--- src/rtl/keypad_event_queue_if.sv ---
// Event-FIFO read port: head entry plus valid/ready handshake.
interface keypad_event_queue_if #(
    parameter int KW = 4
);
    logic          out_valid;
    logic          out_ready;
    logic [KW-1:0] out_code;
    logic          out_rel;

    modport master (output out_valid, out_code, out_rel, input out_ready);
    modport slave  (input out_valid, out_code, out_rel, output out_ready);
endinterface

--- src/rtl/keypad_event_queue.sv ---
// Keypad matrix scanner with per-key frame debounce and a press/release event FIFO.
// One debounce lane per key; lanes are instantiated as an array over the matrix.
module keypad_key_deb #(
    parameter int DEB_FRAMES = 4
) (
    input  logic clk,
    input  logic rst,
    input  logic sample,
    input  logic raw,
    input  logic clr_pend,
    output logic state,
    output logic pend
);
    localparam int CNW = (DEB_FRAMES > 1) ? $clog2(DEB_FRAMES) : 1;
    localparam logic [CNW-1:0] LAST = CNW'(DEB_FRAMES - 1);

    logic [CNW-1:0] cnt;

    // Pending is only cleared in the emit window, which never overlaps a sample.
    always_ff @(posedge clk) begin
        if (rst) begin
            state <= 1'b0;
            cnt   <= '0;
            pend  <= 1'b0;
        end else if (sample) begin
            if (raw == state) begin
                cnt <= '0;
            end else if (cnt == LAST) begin
                state <= raw;
                cnt   <= '0;
                pend  <= 1'b1;
            end else begin
                cnt <= cnt + 1'b1;
            end
        end else if (clr_pend) begin
            pend <= 1'b0;
        end
    end
endmodule

module keypad_event_queue #(
    parameter int ROWS       = 4,
    parameter int COLS       = 4,
    parameter int SCAN_DIV   = 50000,
    parameter int DEB_FRAMES = 4,
    parameter int FIFO_DEPTH = 8,
    parameter int REPORT_REL = 1
) (
    input  logic                               clk,
    input  logic                               RST,
    input  logic [COLS-1:0]                    col,
    output logic [ROWS-1:0]                    row,
    keypad_event_queue_if.master               ev,
    output logic [$clog2(FIFO_DEPTH+1)-1:0]    count,
    output logic                               overflow,
    input  logic                               clr_ovf,
    output logic                               light
);
    localparam int NK = ROWS * COLS;
    localparam int KW = $clog2(NK);
    localparam int CW = $clog2(FIFO_DEPTH + 1);
    localparam int SW = $clog2(SCAN_DIV);
    localparam int RW = $clog2(ROWS);
    localparam int PW = $clog2(FIFO_DEPTH);

    typedef struct packed {
        logic          rel;
        logic [KW-1:0] code;
    } ev_t;

    logic [SW-1:0]   slot_cnt;
    logic [RW-1:0]   row_idx, row_idx_nxt, emit_row;
    logic            slot_end;
    logic [NK-1:0]   key_state, key_pend, clr_pend;
    logic [KW-1:0]   emit_key;
    logic            emit_hit, push, pop, full, wr_en;
    logic [PW-1:0]   wr_ptr, rd_ptr;
    ev_t             mem [FIFO_DEPTH];

    assign slot_end    = (slot_cnt == SW'(SCAN_DIV - 1));
    assign row_idx_nxt = (row_idx == RW'(ROWS - 1)) ? '0 : row_idx + 1'b1;

    // emit_row remembers which row was just sampled so its keys can be
    // examined column by column during the first COLS cycles of the next slot.
    always_ff @(posedge clk) begin
        if (RST) begin
            slot_cnt <= '0;
            row_idx  <= '0;
            emit_row <= '0;
            row      <= ~ROWS'(1);
        end else if (slot_end) begin
            slot_cnt <= '0;
            emit_row <= row_idx;
            row_idx  <= row_idx_nxt;
            row      <= ~(ROWS'(1) << row_idx_nxt);
        end else begin
            slot_cnt <= slot_cnt + 1'b1;
        end
    end

    for (genvar r = 0; r < ROWS; r++) begin : g_row
        for (genvar c = 0; c < COLS; c++) begin : g_col
            keypad_key_deb #(.DEB_FRAMES(DEB_FRAMES)) u_key (
                .clk      (clk),
                .rst      (RST),
                .sample   (slot_end && (row_idx == RW'(r))),
                .raw      (~col[c]),
                .clr_pend (clr_pend[r*COLS+c]),
                .state    (key_state[r*COLS+c]),
                .pend     (key_pend[r*COLS+c])
            );
        end
    end

    always_comb begin
        emit_key = KW'(int'(emit_row) * COLS + int'(slot_cnt));
        emit_hit = (int'(slot_cnt) < COLS) && key_pend[emit_key];
        clr_pend = '0;
        if (emit_hit) clr_pend[emit_key] = 1'b1;
        // Releases are consumed silently when only presses are reported.
        push = emit_hit && ((REPORT_REL != 0) || key_state[emit_key]);
    end

    assign ev.out_valid = (count != '0);
    assign ev.out_code  = mem[rd_ptr].code;
    assign ev.out_rel   = mem[rd_ptr].rel;

    assign pop   = ev.out_valid && ev.out_ready;
    assign full  = (count == CW'(FIFO_DEPTH));
    // When full, a simultaneous pop frees the slot the push lands in.
    assign wr_en = push && (!full || pop);

    always_ff @(posedge clk) begin
        if (RST) begin
            wr_ptr   <= '0;
            rd_ptr   <= '0;
            count    <= '0;
            overflow <= 1'b0;
            light    <= 1'b0;
            for (int i = 0; i < FIFO_DEPTH; i++) mem[i] <= '0;
        end else begin
            if (wr_en) begin
                mem[wr_ptr] <= '{rel: ~key_state[emit_key], code: emit_key};
                wr_ptr      <= wr_ptr + 1'b1;
            end
            if (pop) rd_ptr <= rd_ptr + 1'b1;
            case ({wr_en, pop})
                2'b10:   count <= count + 1'b1;
                2'b01:   count <= count - 1'b1;
                default: count <= count;
            endcase
            if (push && !wr_en) overflow <= 1'b1;
            else if (clr_ovf)   overflow <= 1'b0;
            light <= |key_state;
        end
    end
endmodule

--- src/flat_wrapper.sv ---
// flat-port wrapper written by rule: the top's interface ports become plain ports
module keypad_event_queue_flat 
#(
    parameter int ROWS       = 4,
    parameter int COLS       = 4,
    parameter int SCAN_DIV   = 50000,
    parameter int DEB_FRAMES = 4,
    parameter int FIFO_DEPTH = 8,
    parameter int REPORT_REL = 1
)
  (clk, RST, col, row, count, overflow, clr_ovf, light, ev_out_valid, ev_out_code, ev_out_rel, ev_out_ready);
  keypad_event_queue_if #(.KW(4)) ev_i ();
  input  logic clk;
  input  logic RST;
  input  logic [COLS-1:0] col;
  output logic [ROWS-1:0] row;
  output logic [$clog2(FIFO_DEPTH+1)-1:0] count;
  output logic overflow;
  input  logic clr_ovf;
  output logic light;
  output wire logic [$bits(ev_i.out_valid)-1:0] ev_out_valid;
  output wire logic [$bits(ev_i.out_code)-1:0] ev_out_code;
  output wire logic [$bits(ev_i.out_rel)-1:0] ev_out_rel;
  input wire logic [$bits(ev_i.out_ready)-1:0] ev_out_ready;
  assign ev_out_valid = ev_i.out_valid;
  assign ev_out_code = ev_i.out_code;
  assign ev_out_rel = ev_i.out_rel;
  assign ev_i.out_ready = ev_out_ready;
  keypad_event_queue #(.ROWS(ROWS), .COLS(COLS), .SCAN_DIV(SCAN_DIV), .DEB_FRAMES(DEB_FRAMES), .FIFO_DEPTH(FIFO_DEPTH), .REPORT_REL(REPORT_REL)) u_core (.clk(clk), .RST(RST), .col(col), .row(row), .ev(ev_i), .count(count), .overflow(overflow), .clr_ovf(clr_ovf), .light(light));
endmodule
--- config.mk ---
export PLATFORM = sky130hd
export DESIGN_NAME = keypad_event_queue_flat
export DESIGN_NICKNAME = d
export VERILOG_FILES = /design/src/rtl/keypad_event_queue_if.sv /design/src/rtl/keypad_event_queue.sv /design/src/flat_wrapper.sv
export SDC_FILE = /design/constraint.sdc
export NUM_CORES = 1
export LEC_CHECK = 0
export BUFFER_PORTS_ARGS = -buffer_cell sky130_fd_sc_hd__clkbuf_2
export CORE_AREA = 2 2 154 156
export DETAILED_ROUTE_END_ITERATION = 8
export DIE_AREA = 0 0 156 158
export GPL_TIMING_DRIVEN = 0
export PLACE_DENSITY = 0.53
export SLEW_MARGIN = 20
export SYNTH_ARGS = -nofsm -noshare
export SYNTH_HDL_FRONTEND = slang
export SYNTH_SLANG_ARGS = --single-unit
--- constraint.sdc ---
create_clock -name clk -period 3.7 [get_ports clk]
set_input_delay 0.74 -clock clk [delete_from_list [all_inputs] [get_ports clk]]
set_output_delay 0.74 -clock clk [all_outputs]
set_load 0.005 [all_outputs]
### Word level (Yosys, flattened, before mapping)

Memories as Yosys holds them, arrays and structs flattened. A register that Yosys moved wholly into a read port is not among the register bits.
Cells that the tools add are included.

| storage, ports and cells | value |
|---|---|
| output and inout bits | 16 |
| memories | 1 |
| RAM bits | 40 |
| flip-flop bits (word level) | 100 |
| input port bits | 8 |
| logic and storage cells | 362 |

| operators by class | value |
|---|---|
| shifts and indexed selects | 1 |
| bitwise gates (word level) | 22 |
| add/sub/neg operators | 23 |
| reductions and logical operators | 67 |
| $lt $le $gt $ge | 3 |
| multiplexer cells | 117 |
| eq/ne operators | 71 |

Memory list:

| name | words | bits a word | read ports | clocked after Yosys merged registers in | write ports | line | source |
|---|---|---|---|---|---|---|---|
| u_core.mem | 8 | 5 | 1 | 1 | 8 | keypad_event_queue.sv:78 | `ev_t mem [FIFO_DEPTH];` |

Operators by type and width:

| cell | number |
|---|---|
| AND reduction 3 bit | 32 |
| 2-to-1 mux 1 bit | 75 |
| 2-to-1 mux 2 bit | 33 |
| != test 2 bit, second input constant | 28 |
| equality test 2 bit, second input constant | 19 |
| nonzero test 2 bit | 18 |
| adder 2 x 1 -> 2 bit, second input constant | 17 |
| inverter 1 bit | 21 |
| adder 16 x 1 -> 16 bit, second input constant | 1 |
| equality test 1 bit | 16 |
| equality test 16 bit, second input constant | 1 |
| < comparator 16 x 3 -> 1 bit, second input constant | 1 |
| 2-to-1 mux 16 bit | 1 |
| OR reduction 16 bit | 1 |
| logical AND 1 bit | 9 |
| 2-to-1 mux 3 bit | 3 |
| binary-select mux 1 bit (select 4 bit) | 2 |
| != test 2 x 1 -> 1 bit, second input constant | 4 |
| one-hot mux 4 bit (2 select lines) | 1 |
| adder 3 x 1 -> 3 bit, second input constant | 2 |
| < comparator 4 x 5 -> 1 bit, second input constant | 1 |
| 2-to-1 mux 5 bit | 1 |
| OR reduction 5 bit | 1 |
| adder 4 x 1 -> 4 bit, second input constant | 1 |
| 13 further kinds | 15 |

### Longest topological paths before layout

| logic depth | value |
|---|---|
| word-level depth | 10 |
| depth in mapped cells | 14 |
| depth with buffers taken out | 12 |

### Modules after synthesis

Synthesis repeated with hierarchy kept, for this count alone.

| unflattened totals | value |
|---|---|
| cell total of the unflattened synthesis | 705 |
| area, all modules | 7,463.4 um^2 |

By module, submodules not included:

| module | area an instance (um^2) | times used | seq. area each (um^2) | cells each |
|---|---|---|---|---|
| keypad_event_queue | 4,360.4 | 1 | 1,981.9 | 401 |
| keypad_key_deb | 193.9 | 16 | 80.1 | 19 |

### Worst setup path before layout

No wires, ideal clock.

| timing | value |
|---|---|
| path type | register -> register |
| start point | reg u_core.slot_cnt[1] |
| end point | reg u_core.count[2] |
| buffers on the path | 3 |
| stages on the path, launching flop included | 15 |
| setup slack | 0.332 ns |
| clock period less this slack | 3.368 ns |
| setup time | 0.070 ns |
| arrival | 3.297 ns |
| data required time | 3.630 ns |
| cell sequence | dfxtp_1 > buf_2 > mux4_2 > or3b_2 > o2111a_2 > inv_2 > buf_6 > buf_2 > ha_1 > xor2_1 > ha_1 > a21oi_1 > xor2_1 > or3_1 > a21oi_1 |

| on the way | value |
|---|---|
| longest elaborated chain between the ends | 7 |
| elaborated cells on any way between the ends | 10 |
| classes of those cells | add/sub (1); order compare (1); eq/ne (2); mux (3); reduce/logical (3) |

RTL lines:

| item | line | source |
|---|---|---|
| from (decl) | keypad_event_queue.sv:71 | `logic [SW-1:0] slot_cnt;` |
| from (signal assigned) | keypad_event_queue.sv:97 | `slot_cnt <= slot_cnt + 1'b1;` |
| adder 4 bit | keypad_event_queue.sv:116 | `emit_key = KW'(int'(emit_row) * COLS + int'(slot_cnt));` |
| binary-select mux 1 bit (select 4 bit) | keypad_event_queue.sv:117 | `emit_hit = (int'(slot_cnt) < COLS) && key_pend[emit_key];` |
| 2-to-1 mux 1 bit (implied by the code) | keypad_event_queue.sv:117 |  |
| logical AND 1 bit * | keypad_event_queue.sv:117 |  |
| logical AND 1 bit * | keypad_event_queue.sv:131 | `assign wr_en = push && (!full \|\| pop);` |
| equality test 2 x 1 -> 1 bit / equality test 2 bit (equally long branches) | keypad_event_queue.sv:147 | `case ({wr_en, pop})` |
| one-hot mux 4 bit (2 select lines) / nonzero test 2 bit (equally long branches) | n/a |  |
| to (signal assigned) | keypad_event_queue.sv:148 | `2'b10: count <= count + 1'b1;` |
| to (signal assigned) | keypad_event_queue.sv:149 | `2'b01: count <= count - 1'b1;` |
| to (signal assigned) | keypad_event_queue.sv:150 | `default: count <= count;` |
| to (decl) | keypad_event_queue.sv:54 | `output logic [$clog2(FIFO_DEPTH+1)-1:0] count,` |

Mark *: on every way between the ends. The rest lies on a longest branch, timed or not. The select of a mux whose other input is x is not followed.
A chain may end at the register's enable or synchronous reset.

### Worst setup path in the final report

| timing | value |
|---|---|
| start point | reg u_core.slot_cnt[3] |
| end point | reg u_core.count[2] |

The elaborated chain is that of the path after synthesis.

==> results.json <==
{
  "grt_pass1_wl_um": 27700,
  "required_ns": 4.06,
  "root_buffer": "clkbuf_16",
  "synth_common_cells": "dfxtp_1, nor2_1, a21oi_1, nand2_1, nand3_1",
  "rr_startpoint": "u_core.slot_cnt[3]",
  "min_path_type": "flop to flop",
  "grt-ovfl-total": 0,
  "endpoint_kind": "flop",
  "startpoint_type": "flop",
  "io_pins": 24,
  "hold_viol": 0,
  "routed_via_density": 5.02,
  "drc": 0,
  "utilization_pct": 34.1,
  "p_leak_uw": 0.00274,
  "cts.path.max_buffers": 2,
  "min_delay_path_depth": 2,
  "hp-start": "u_core.g_row[2].g_col[0].u_key.pend",
  "numClockSinks": 143,
  "yosys.cell_count.top_type": "dfxtp_1",
  "grt_start_max_net_pins": 17,
  "initial_core_util_pct": 29.4,
  "drive_gt1_share_pct": 14.0,
  "wl_um": 17200,
  "async_reset_ff_share_pct": 0,
  "synthFlopType": "dfxtp_1",
  "drv_cap": 0,
  "finish.net_count": 750,
  "setup_viol": 0,
  "ys_seq_area_share_pct": 48.2,
  "crit_fanout": 11,
  "num_rows": 56,
  "grt_pass1_vias": 5015,
  "slew_headroom_pct": 32.9,
  "dr.pass1.iters": 5,
  "diodes": 0,
  "hpwl_um": 12100,
  "arrival_ns": 3.85,
  "timing.rr.end": "u_core.count[2]",
  "antenna_found_initial": 0,
  "syn2layout_area_growth_pct": 16.1,
  "max_freq_mhz": 286,
  "synth_edf_count": 40,
  "fillers": 2331,
  "slew_viol_final": 0,
  "die_w_um": 156,
  "htreeDepth": 4,
  "postCtsSetupBuffers": 0,
  "via_count": 5091,
  "routabilityCongestion": 0.771,
  "coreArea_um2": 23100,
  "synth_top_area_share_pct": 30.5,
  "status": "finished, final reports clean",
  "placed_area_um2": 7220,
  "irDropWorstVdd_mv": 0.305,
  "cts_made_buffers": 17,
  "p_per_area_nw_per_um2": 496,
  "ys_ff_latch": 143,
  "grt_usage_pct": 14.7,
  "yosys-top-cells-area": "dfxtp_1, edfxtp_1, mux4_2, ha_1, a21oi_1",
  "yosys.area.top_type": "dfxtp_1",
  "die_h_um": 158,
  "reg2reg_depth": 14,
  "syn_nets": 713,
  "syn_inst": 674,
  "stdcell_area_um2": 7860,
  "ys_types": 48,
  "drtIter0Drc": 367,
  "wl_per_cell_um": 17.0,
  "avgSynthCellArea_um2": 10.0,
  "r2r_slack_ns": 0.21,
  "yosysWarnings": 0,
  "worst_skew_pair.late_latency_ns": 0.43,
  "cts_tree": "done",
  "netlist_area_um2": 6770,
  "min_period_ns": 3.49,
  "worstMarginPinSlew_ns": 0.999,
  "fin_crit_sh_pct": 94.4,
  "skew_ns": 0.0128,
  "holdPathEnd": "u_core.g_row[2].g_col[0].u_key.pend",
  "ant_nets": 0,
  "port_buffers": 18,
  "dieArea_um2": 24600,
  "clkTransAtPathRegs_ns": 0.07,
  "critPathKind": "flop to flop"
}
## state kept, by name, summed over array words and instances, names as in the netlist, named ones only
name and count:
u_core.slot_cnt 16, u_core.light 1, u_core.rd_ptr 3, u_core.row 4, u_core.count 4, u_core.wr_ptr 3, u_core.row_idx 2, u_core.g_row.g_col.u_key.pend 16
u_core.mem 40, u_core.overflow 1, u_core.emit_row 2, u_core.g_row.g_col.u_key.state 16, u_core.g_row.g_col.u_key.cnt 32
## critical path, stage by stage (launching register included)
cell and delay, ns:
dfxtp_1 0.30, buf_6 0.13, or4_4 0.54, nor4_4 0.52, o2111a_2 0.35, inv_2 0.06
buf_6 0.13, buf_4 0.17, ha_2 0.22, xor2_1 0.15, ha_1 0.18, a21oi_1 0.14
xor2_1 0.09, or3_1 0.30, a21oi_1 0.14
## per-stage QoR
stage	instances	total power, µW	hold slack (ns)	setup TNS (ns)	worst slack [ns]
2_1_floorplan	674	2010	0.429	0	0.332
3_3_place_gp	982	2140	0.444	-0.178	-0.178
3_5_place_dp	982	2140	0.446	-0.191	-0.191
4_1_cts	1014	3920	0.453	0	0.0246
5_1_grt	1014	4050	0.468	-0.00258	-0.00258
6_report	1014	3900	0.449	0	0.207
## worst max path at each step
stage | slack, ns | end | from
floorplan | 0.33 | u_core.count[2] | u_core.slot_cnt[1]
global placement | -0.18 | u_core.count[2] | u_core.slot_cnt[0]
detailed placement | -0.19 | u_core.count[2] | u_core.slot_cnt[0]
CTS | 0.02 | u_core.count[2] | u_core.slot_cnt[1]
global route | -0.003 | u_core.count[2] | u_core.slot_cnt[1]
finish | 0.21 | u_core.count[2] | u_core.slot_cnt[3]
## per-layer routing
layer  track usage [%]  vias to the layer above  wire, µm
li1                  -                     2539         -
met1              19.7                     2457      8410
met2              23.9                       79      8040
met3              2.98                       16       545
met4              4.63                        0       223
met5                 0                        -         0
## cell usage in the layout (no fill, tap or decap), types with 24 or more instances in the layout
master and count:
a21oi_1 62, nand3_1 47, ha_1 30, nand2_1 53, clkbuf_1 38, nor4_1 24, dfxtp_1 101, edfxtp_1 40
nor2_1 80
## final cells by class
type	instances	area (µm²)	area share, %
inverters	13	48.8	0.621
plain buffers	51	231	2.95
clock inverters	15	184	2.34
clock buffers	17	425	5.41
flip-flops and latches	143	3270	41.6
repair buffers	18	90.1	1.15
multi-input cells	467	3250	41.3
well taps	290	363	4.62
## timing repair
action,4_1_cts,5_1_grt
endpoints found under the setup margin,1,1
hold buffers,0,0
resized for setup,3,10
cloned,0,0
## cells by family after synthesis
family / after synthesis / synth area share [%]
multiplexers: 29 / 7.91
AND/OR/NAND/NOR: 259 / 18.6
AO/OA/AOI/OAI: 110 / 10.5
XOR/XNOR: 38 / 5.12
adder cells (fa/ha/maj): 31 / 5.73
buffers and inverters: 64 / 3.90
flip-flops: 143 / 48.2
## power breakdown
part           internal (µW)  leakage, µW  switching, µW
Clock                   1070     0.000291            718
Sequential              1650      0.00124           34.7
Combinational            189      0.00121            239
No activity file was read; power rests on OpenSTA's default activity.
